<file path="src/rtl/integrator_stats_pkg.sv">
// Shared definitions for the integrator statistics divider: state encoding, default widths, latency.
// Latency depends on INTEGRATOR_STATS_RMS_SQRT_EN, which adds the square-root stage.
package integrator_stats_pkg;

    localparam int DEFAULT_REG_DATA_WIDTH = 32;
    localparam int DEFAULT_OUT_DATA_WIDTH = 64;

    typedef enum logic [2:0] {
        IDLE,
        DIV_SUM,
        DIV_SQ,
        SQRT,
        DONE
    } state_e;

    // Cycles from the capture edge to the edge that raises out_valid.
    function automatic int div_latency(input int out_w);
        return 2 * out_w + 2;
    endfunction

    function automatic int result_latency(input int out_w);
`ifdef INTEGRATOR_STATS_RMS_SQRT_EN
        return div_latency(out_w) + out_w / 2;
`else
        return div_latency(out_w);
`endif
    endfunction

endpackage

</file>
<file path="src/rtl/integrator_stats_divider_udiv.sv">
// seq_udivider: unsigned restoring divider, one quotient bit per cycle, WIDTH cycles per quotient.
// start_i loads the operands; done_o pulses for one cycle while quotient_o is valid.
module seq_udivider #(
    parameter int WIDTH = 64
) (
    input  logic             clk,
    input  logic             rst,
    input  logic             start_i,
    input  logic [WIDTH-1:0] dividend_i,
    input  logic [WIDTH-1:0] divisor_i,
    output logic             done_o,
    output logic [WIDTH-1:0] quotient_o
);

    localparam int CNT_W = $clog2(WIDTH + 1);

    logic             busy_q;
    logic             done_q;
    logic [CNT_W-1:0] cnt_q;
    logic [WIDTH-1:0] rem_q, rem_d;
    logic [WIDTH-1:0] quo_q, quo_d;
    logic [WIDTH-1:0] div_q;
    logic [WIDTH:0]   shifted;
    logic             fits;

    // The dividend shifts out of the top of quo_q while quotient bits enter at the bottom.
    always_comb begin
        shifted = {rem_q, quo_q[WIDTH-1]};
        fits    = (shifted >= {1'b0, div_q});
        rem_d   = fits ? WIDTH'(shifted - {1'b0, div_q}) : shifted[WIDTH-1:0];
        quo_d   = {quo_q[WIDTH-2:0], fits};
    end

    always_ff @(posedge clk) begin
        if (rst) begin
            busy_q <= 1'b0;
            done_q <= 1'b0;
            cnt_q  <= '0;
            rem_q  <= '0;
            quo_q  <= '0;
            div_q  <= '0;
        end else begin
            done_q <= 1'b0;
            if (start_i) begin
                busy_q <= 1'b1;
                cnt_q  <= CNT_W'(WIDTH);
                rem_q  <= '0;
                quo_q  <= dividend_i;
                div_q  <= divisor_i;
            end else if (busy_q) begin
                rem_q <= rem_d;
                quo_q <= quo_d;
                cnt_q <= cnt_q - CNT_W'(1);
                if (cnt_q == CNT_W'(1)) begin
                    busy_q <= 1'b0;
                    done_q <= 1'b1;
                end
            end
        end
    end

    assign done_o     = done_q;
    assign quotient_o = quo_q;

endmodule

</file>
<file path="src/rtl/integrator_stats_divider.sv">
// integrator_stats_divider: signed mean and mean square of integrator sums via one shared divider.
// Define INTEGRATOR_STATS_RMS_SQRT_EN to add the non-restoring square-root stage driving out_rms.
module integrator_stats_divider
    import integrator_stats_pkg::*;
#(
    parameter int REG_DATA_WIDTH = DEFAULT_REG_DATA_WIDTH,
    parameter int OUT_DATA_WIDTH = DEFAULT_OUT_DATA_WIDTH
) (
    input  logic                        clk,
    input  logic                        rst,
    input  logic [OUT_DATA_WIDTH-1:0]   in_sum_sq,
    input  logic [OUT_DATA_WIDTH-1:0]   in_sum,
    input  logic [REG_DATA_WIDTH-1:0]   in_n,
    input  logic                        in_valid,
    output logic                        busy,
    output logic [OUT_DATA_WIDTH-1:0]   out_mean,
    output logic [OUT_DATA_WIDTH-1:0]   out_mean_sq,
    output logic [OUT_DATA_WIDTH/2-1:0] out_rms,
    output logic [REG_DATA_WIDTH-1:0]   out_count,
    output logic                        out_valid,
    output logic                        out_div_zero,
    output logic                        out_overrun
);

    localparam int W  = OUT_DATA_WIDTH;
    localparam int HW = OUT_DATA_WIDTH / 2;

    state_e                    state_q;
    logic                      in_valid_q;
    logic                      sum_neg_q;
    logic [W-1:0]              sum_sq_q;
    logic [REG_DATA_WIDTH-1:0] count_q;
    logic [W-1:0]              mean_q;

    logic [W-1:0]              out_mean_q;
    logic [W-1:0]              out_mean_sq_q;
    logic [REG_DATA_WIDTH-1:0] out_count_q;
    logic                      out_valid_q;
    logic                      out_div_zero_q;
    logic                      out_overrun_q;

    logic                      start_evt;
    logic                      div_zero;
    logic [REG_DATA_WIDTH-1:0] count_d;
    logic                      div_start;
    logic [W-1:0]              div_dividend;
    logic [W-1:0]              div_divisor;
    logic                      div_done;
    logic [W-1:0]              div_quotient;

    assign start_evt = in_valid && !in_valid_q;
    assign count_d   = in_n - REG_DATA_WIDTH'(1);
    assign div_zero  = (count_q == '0);
    assign div_start = ((state_q == IDLE) && start_evt) || ((state_q == DIV_SUM) && div_done);

    // First quotient is launched straight from the inputs on the capture edge; the second chains off done.
    always_comb begin
        div_dividend = sum_sq_q;
        div_divisor  = W'(count_q);
        if (state_q == IDLE) begin
            div_dividend = in_sum[W-1] ? -in_sum : in_sum;
            div_divisor  = W'(count_d);
        end
    end

    seq_udivider #(
        .WIDTH(W)
    ) u_div (
        .clk       (clk),
        .rst       (rst),
        .start_i   (div_start),
        .dividend_i(div_dividend),
        .divisor_i (div_divisor),
        .done_o    (div_done),
        .quotient_o(div_quotient)
    );

`ifdef INTEGRATOR_STATS_RMS_SQRT_EN
    localparam int RW    = HW + 2;
    localparam int SCNT_W = $clog2(HW + 1);

    logic [W-1:0]      msq_q;
    logic [W-1:0]      rad_q, rad_d;
    logic [RW-1:0]     srem_q, srem_d, srem_shift;
    logic [HW-1:0]     root_q, root_d;
    logic [SCNT_W-1:0] sq_cnt_q;
    logic [HW-1:0]     out_rms_q;

    // Non-restoring sqrt: the remainder sign picks add or subtract, and never needs restoring.
    always_comb begin
        srem_shift = {srem_q[RW-3:0], rad_q[W-1 -: 2]};
        srem_d     = srem_q[RW-1] ? srem_shift + {root_q, 2'b11} : srem_shift - {root_q, 2'b01};
        root_d     = {root_q[HW-2:0], ~srem_d[RW-1]};
        rad_d      = {rad_q[W-3:0], 2'b00};
    end
`endif

    // Control, working registers and the registered result bank; the divider still runs when D==0
    // so latency stays fixed, but its quotients are replaced by zero.
    always_ff @(posedge clk) begin
        if (rst) begin
            state_q        <= IDLE;
            in_valid_q     <= 1'b0;
            sum_neg_q      <= 1'b0;
            sum_sq_q       <= '0;
            count_q        <= '0;
            mean_q         <= '0;
            out_mean_q     <= '0;
            out_mean_sq_q  <= '0;
            out_count_q    <= '0;
            out_valid_q    <= 1'b0;
            out_div_zero_q <= 1'b0;
            out_overrun_q  <= 1'b0;
`ifdef INTEGRATOR_STATS_RMS_SQRT_EN
            msq_q          <= '0;
            rad_q          <= '0;
            srem_q         <= '0;
            root_q         <= '0;
            sq_cnt_q       <= '0;
            out_rms_q      <= '0;
`endif
        end else begin
            in_valid_q  <= in_valid;
            out_valid_q <= 1'b0;
            if (start_evt && (state_q != IDLE)) begin
                out_overrun_q <= 1'b1;
            end
            case (state_q)
                IDLE: begin
                    if (start_evt) begin
                        sum_neg_q <= in_sum[W-1];
                        sum_sq_q  <= in_sum_sq;
                        count_q   <= count_d;
                        state_q   <= DIV_SUM;
                    end
                end
                DIV_SUM: begin
                    if (div_done) begin
                        mean_q  <= sum_neg_q ? -div_quotient : div_quotient;
                        state_q <= DIV_SQ;
                    end
                end
                DIV_SQ: begin
                    if (div_done) begin
`ifdef INTEGRATOR_STATS_RMS_SQRT_EN
                        msq_q    <= div_quotient;
                        rad_q    <= div_quotient;
                        srem_q   <= '0;
                        root_q   <= '0;
                        sq_cnt_q <= SCNT_W'(HW);
                        state_q  <= SQRT;
`else
                        out_mean_q     <= div_zero ? '0 : mean_q;
                        out_mean_sq_q  <= div_zero ? '0 : div_quotient;
                        out_count_q    <= count_q;
                        out_div_zero_q <= div_zero;
                        out_valid_q    <= 1'b1;
                        state_q        <= DONE;
`endif
                    end
                end
`ifdef INTEGRATOR_STATS_RMS_SQRT_EN
                SQRT: begin
                    rad_q    <= rad_d;
                    srem_q   <= srem_d;
                    root_q   <= root_d;
                    sq_cnt_q <= sq_cnt_q - SCNT_W'(1);
                    if (sq_cnt_q == SCNT_W'(1)) begin
                        out_mean_q     <= div_zero ? '0 : mean_q;
                        out_mean_sq_q  <= div_zero ? '0 : msq_q;
                        out_rms_q      <= div_zero ? '0 : root_d;
                        out_count_q    <= count_q;
                        out_div_zero_q <= div_zero;
                        out_valid_q    <= 1'b1;
                        state_q        <= DONE;
                    end
                end
`endif
                DONE: begin
                    state_q <= IDLE;
                end
                default: begin
                    state_q <= IDLE;
                end
            endcase
        end
    end

`ifdef INTEGRATOR_STATS_RMS_SQRT_EN
    assign out_rms = out_rms_q;
`else
    assign out_rms = '0;
`endif

    assign busy         = (state_q != IDLE);
    assign out_mean     = out_mean_q;
    assign out_mean_sq  = out_mean_sq_q;
    assign out_count    = out_count_q;
    assign out_valid    = out_valid_q;
    assign out_div_zero = out_div_zero_q;
    assign out_overrun  = out_overrun_q;

endmodule

</file>
<file path="config.mk">
export PLATFORM = sky130hd
export DESIGN_NAME = integrator_stats_divider
export DESIGN_NICKNAME = d
export VERILOG_FILES = /design/src/rtl/integrator_stats_pkg.sv /design/src/rtl/integrator_stats_divider_udiv.sv /design/src/rtl/integrator_stats_divider.sv
export SDC_FILE = /design/constraint.sdc
export NUM_CORES = 1
export LEC_CHECK = 0
export CAP_MARGIN = 25
export CORE_MARGIN = 2
export CORE_UTILIZATION = 65
export DETAILED_ROUTE_END_ITERATION = 16
export DONT_BUFFER_PORTS = 1
export GPL_TIMING_DRIVEN = 1
export PLACE_DENSITY = 0.89
export SYNTH_ARGS = -nofsm -noshare
export SYNTH_HDL_FRONTEND = slang
export SYNTH_HIERARCHICAL = 1
export SYNTH_SLANG_ARGS = --single-unit
</file>
<file path="constraint.sdc">
create_clock -name clk -period 8.1 [get_ports clk]
set_input_delay 0.405 -clock clk [delete_from_list [all_inputs] [get_ports clk]]
set_output_delay 0.405 -clock clk [all_outputs]
set_load 0.02 [all_outputs]
</file>
==> out/metrics.cfg <==
[grt]
grt_pass1_wl_um=128900
track_usage=0.3571
grt_antenna_before_repair=1
grt_pass1_vias=23730
grt_max_degree=454
overflow=0

[critical_path]
critPathMaxFanout=51
cp_data_required_time_ns=8.63
cp.arrival_ns=4.80
crit_path_end_kind=flip-flop
path_class=reg -> reg
startpoint_type=flip-flop

[synthesis]
synth_area_mm2=0.02810
synth-seq-area-share=0.3768
async_flop_share=0
synth_seq_cells=529
ys_types=84
synth_edf_count=0
synthCells=3545
syn_avg_cell_area_um2=7.927
synth_top_area_frac=0.3768
ys_warn_count=6
synth-main-ff-cell=dfxtp_1
ys_top_cells_by_area=dfxtp_1 (38%), nor2_1 (6.8%), mux2i_1 (6.6%)
synth_largest_area_cell=dfxtp_1

[place]
dp_hpwl_um=56310
port_buffers=0
place_area_mm2=0.02800
place_congestion=0.9896
placed_cells=3928

[floorplan]
die_width_um=211.9
initial_core_util=0.6553
die_y_um=211.9
rows=76
pin_count=359
die-area_mm2=0.04491
core_area_mm2=0.04289

[sta]
fin_skew_ns=0.03889
max_freq_mhz=234.4
tightest_slew_ns=1.068
fin_crit_ns=4.267
slew-limit-headroom=0.2870
setup_tns_ns=0
rsz0062_at_grt=no
hold_viol_final=0
drv_slew=0
fin_crit_sh=0.5267
finalSetupViolCount=0

[cts]
cts_tree=built
cts_max_path_buffers=3
clock-sinks=529
htreeDepth=2
clk_pin_slew_ns=0.07
cts-root-buf=clkbuf_16
numCtsBuffers=52
post-cts-setup-buffers=0
clkLatencyLatePin_ns=0.64

[power_and_ir_drop]
p_sw_frac=0.3344
cellLeakagePower_nw=11.27
combPwrFrac=0.267
peakVddDrop_mv=0.1813
power_density_mw_per_mm2=237.6
p_clk_frac=0.340
p_int_mw=4.827
p_sw_mw=2.425
power_frac_seq=0.393

[layout]
nFillCells=3196
fin_nets=3704
drive_gt1_frac=0.04557
fin_cells=4099
stdcell_area_mm2=0.03052
synthToLayoutAreaGrowth_pct=8.597

[drt]
drc=0
drtAntennaViolNets=0
routed_wl_um=84420
wl_per_cell_um=20.60
first_pass_iters=7
vias=26080
vias_per_cell=6.363
drt-initial-drc-count=3347

[worst_hold_path]
min_path_type=in -> reg

[run_status]
status=completed

[job]
drv_cap=0

==> power by group through the flow <==
| stage | clock (mW) | sequential [mW] | combinational [mW] |
|---|---|---|---|
| final | 2.47 | 2.85 | 1.93 |
| after global placement | 0 | 2.89 | 1.79 |
| after floorplan | 0 | 2.85 | 1.51 |
| after global routing | 2.57 | 2.86 | 2.10 |
| after detailed placement | 0 | 2.90 | 1.80 |
| after CTS | 2.47 | 2.84 | 1.88 |
==> worst paths after layout <==
path	start	endpoint	slack [ns]	cells past startpoint
worst max-delay path	u_div/div_q[35]$_SDFFE_PP0P_	u_div/rem_q[48]$_SDFFE_PP0P_	3.83	10
worst min-delay path	rst	mean_q[38]$_SDFFE_PP0P_	0.02	3
worst min register to register	mean_q[32]$_SDFFE_PP0P_	mean_q[32]$_SDFFE_PP0P_	0.45	2
worst max register to register	u_div/div_q[35]$_SDFFE_PP0P_	u_div/rem_q[48]$_SDFFE_PP0P_	3.83	10
==> repair_timing <==
item / 4_1_cts / 5_1_grt
hold buffers: 72 / 0
setup endpoints to repair: 0 / 0
resized for setup: 0 / 0
endpoints found under the hold margin: 453 / 0
==> placed cells by master (no fill, tap or decap), types with 41 or more instances in the layout <==
cell           netlist  final
a211oi_1            77     77
a21oi_1            317    317
a22oi_1            128    128
clkbuf_16            0     52
conb_1               1     64
dfxtp_1            529    528
dlygate4sd3_1        0     71
ha_1                69     69
inv_1               98     97
mux2i_1            184    184
nand2_1            408    406
nand4_1             41     41
nor2_1             506    504
nor3_1              53     53
o21ai_0            232    232
xnor2_1             76     76
xor2_1             129    129
==> synth_stat cells (5+ instances only) <==
cell      count
clkbuf_1    217
o21ai_1      13
o21bai_1     20
nand2b_1      7
a41oi_1       7
or2_2        13
nor3_1       53
a211oi_1     77
nor4_1       31
o21ai_0     232
or3_1        29
o41ai_1      17
buf_6        11
a21o_1       22
xnor2_1      76
o211ai_1      5
a21oi_2       5
inv_1        98
or4_1        21
buf_4        32
a22oi_1     128
buf_1        14
o22ai_1      19
a21oi_1     317
a31oi_1      21
ha_1         69
xor2_1      129
buf_2         9
o21a_1       16
dfxtp_1     529
nor2_1      506
nor3b_1       9
nor2b_1      22
o31ai_1      34
and3_1       14
nand3_1      15
mux2i_1     184
nand2_1     408
nand4_1      41
==> cell families after synthesis <==
logic type / synth area share
other: 0.0001334
AO/OA/AOI/OAI: 0.2101
XOR/XNOR: 0.06389
buffers and inverters: 0.05868
AND/OR/NAND/NOR: 0.1924
flip-flops: 0.3768
multiplexers: 0.06647
adder cells (fa/ha/maj): 0.03143
==> per-stage QoR <==
step                      power, mW    util  setup WS [ns]  hold slack, ns
after floorplan               4.360       -          5.103          0.4259
after global placement        4.688  0.6530          4.058          0.4386
after detailed placement      4.703  0.6530          3.866          0.4418
after CTS                     7.196  0.7103          3.822       0.0005586
after global routing          7.532  0.7114          3.427         0.02059
final                         7.252  0.7116          3.833         0.01756
==> sequential cells by signal (all words and copies together), names as in the netlist, 7 cells and up <==
| register | cells |
|---|---|
| out_mean_sq | 64 |
| u_div/rem_q | 64 |
| mean_q | 64 |
| u_div/div_q | 64 |
| out_count | 32 |
| out_mean | 64 |
| sum_sq_q | 64 |
| u_div/quotient_o | 64 |
| u_div/cnt_q | 7 |
| count_q | 32 |
==> metal layers <==
metal  vias to the layer above  GRT usage  wire, um  part of all wire
met4                         2     0.1442      3433             0.041
met3                       234    0.08129      8749              0.10
met2                      1414     0.5598     37990              0.45
met1                     12260     0.4753     34240              0.41
met5                         -          0        11           0.00013
li1                      12180          -         -                 -
==> cell type report <==
cell class	count	area, um2	area share
tap	585	732.0	0.02398
sequential	529	10590	0.3471
multi-input combinational	2697	16170	0.5297
timing repair buffer	93	928.4	0.03042
clock buffer	72	1436	0.04707
clock inverter	22	284.0	0.009307
antenna	3	7.507	0.0002460
inverter	98	370.4	0.01214
==> worst max-delay path, cell delays in order, from the launching register on <==
cell and delay (ns):
dfxtp_1 0.34, inv_1 0.05, ha_1 0.40, nand4_1 0.17, or3_1 0.45, nor4_1 0.36, a311oi_1 0.16, o21ai_1 0.48
or2_4 0.81, nand2_1 0.63, o22ai_1 0.33
(Power assumes the default switching activity.)
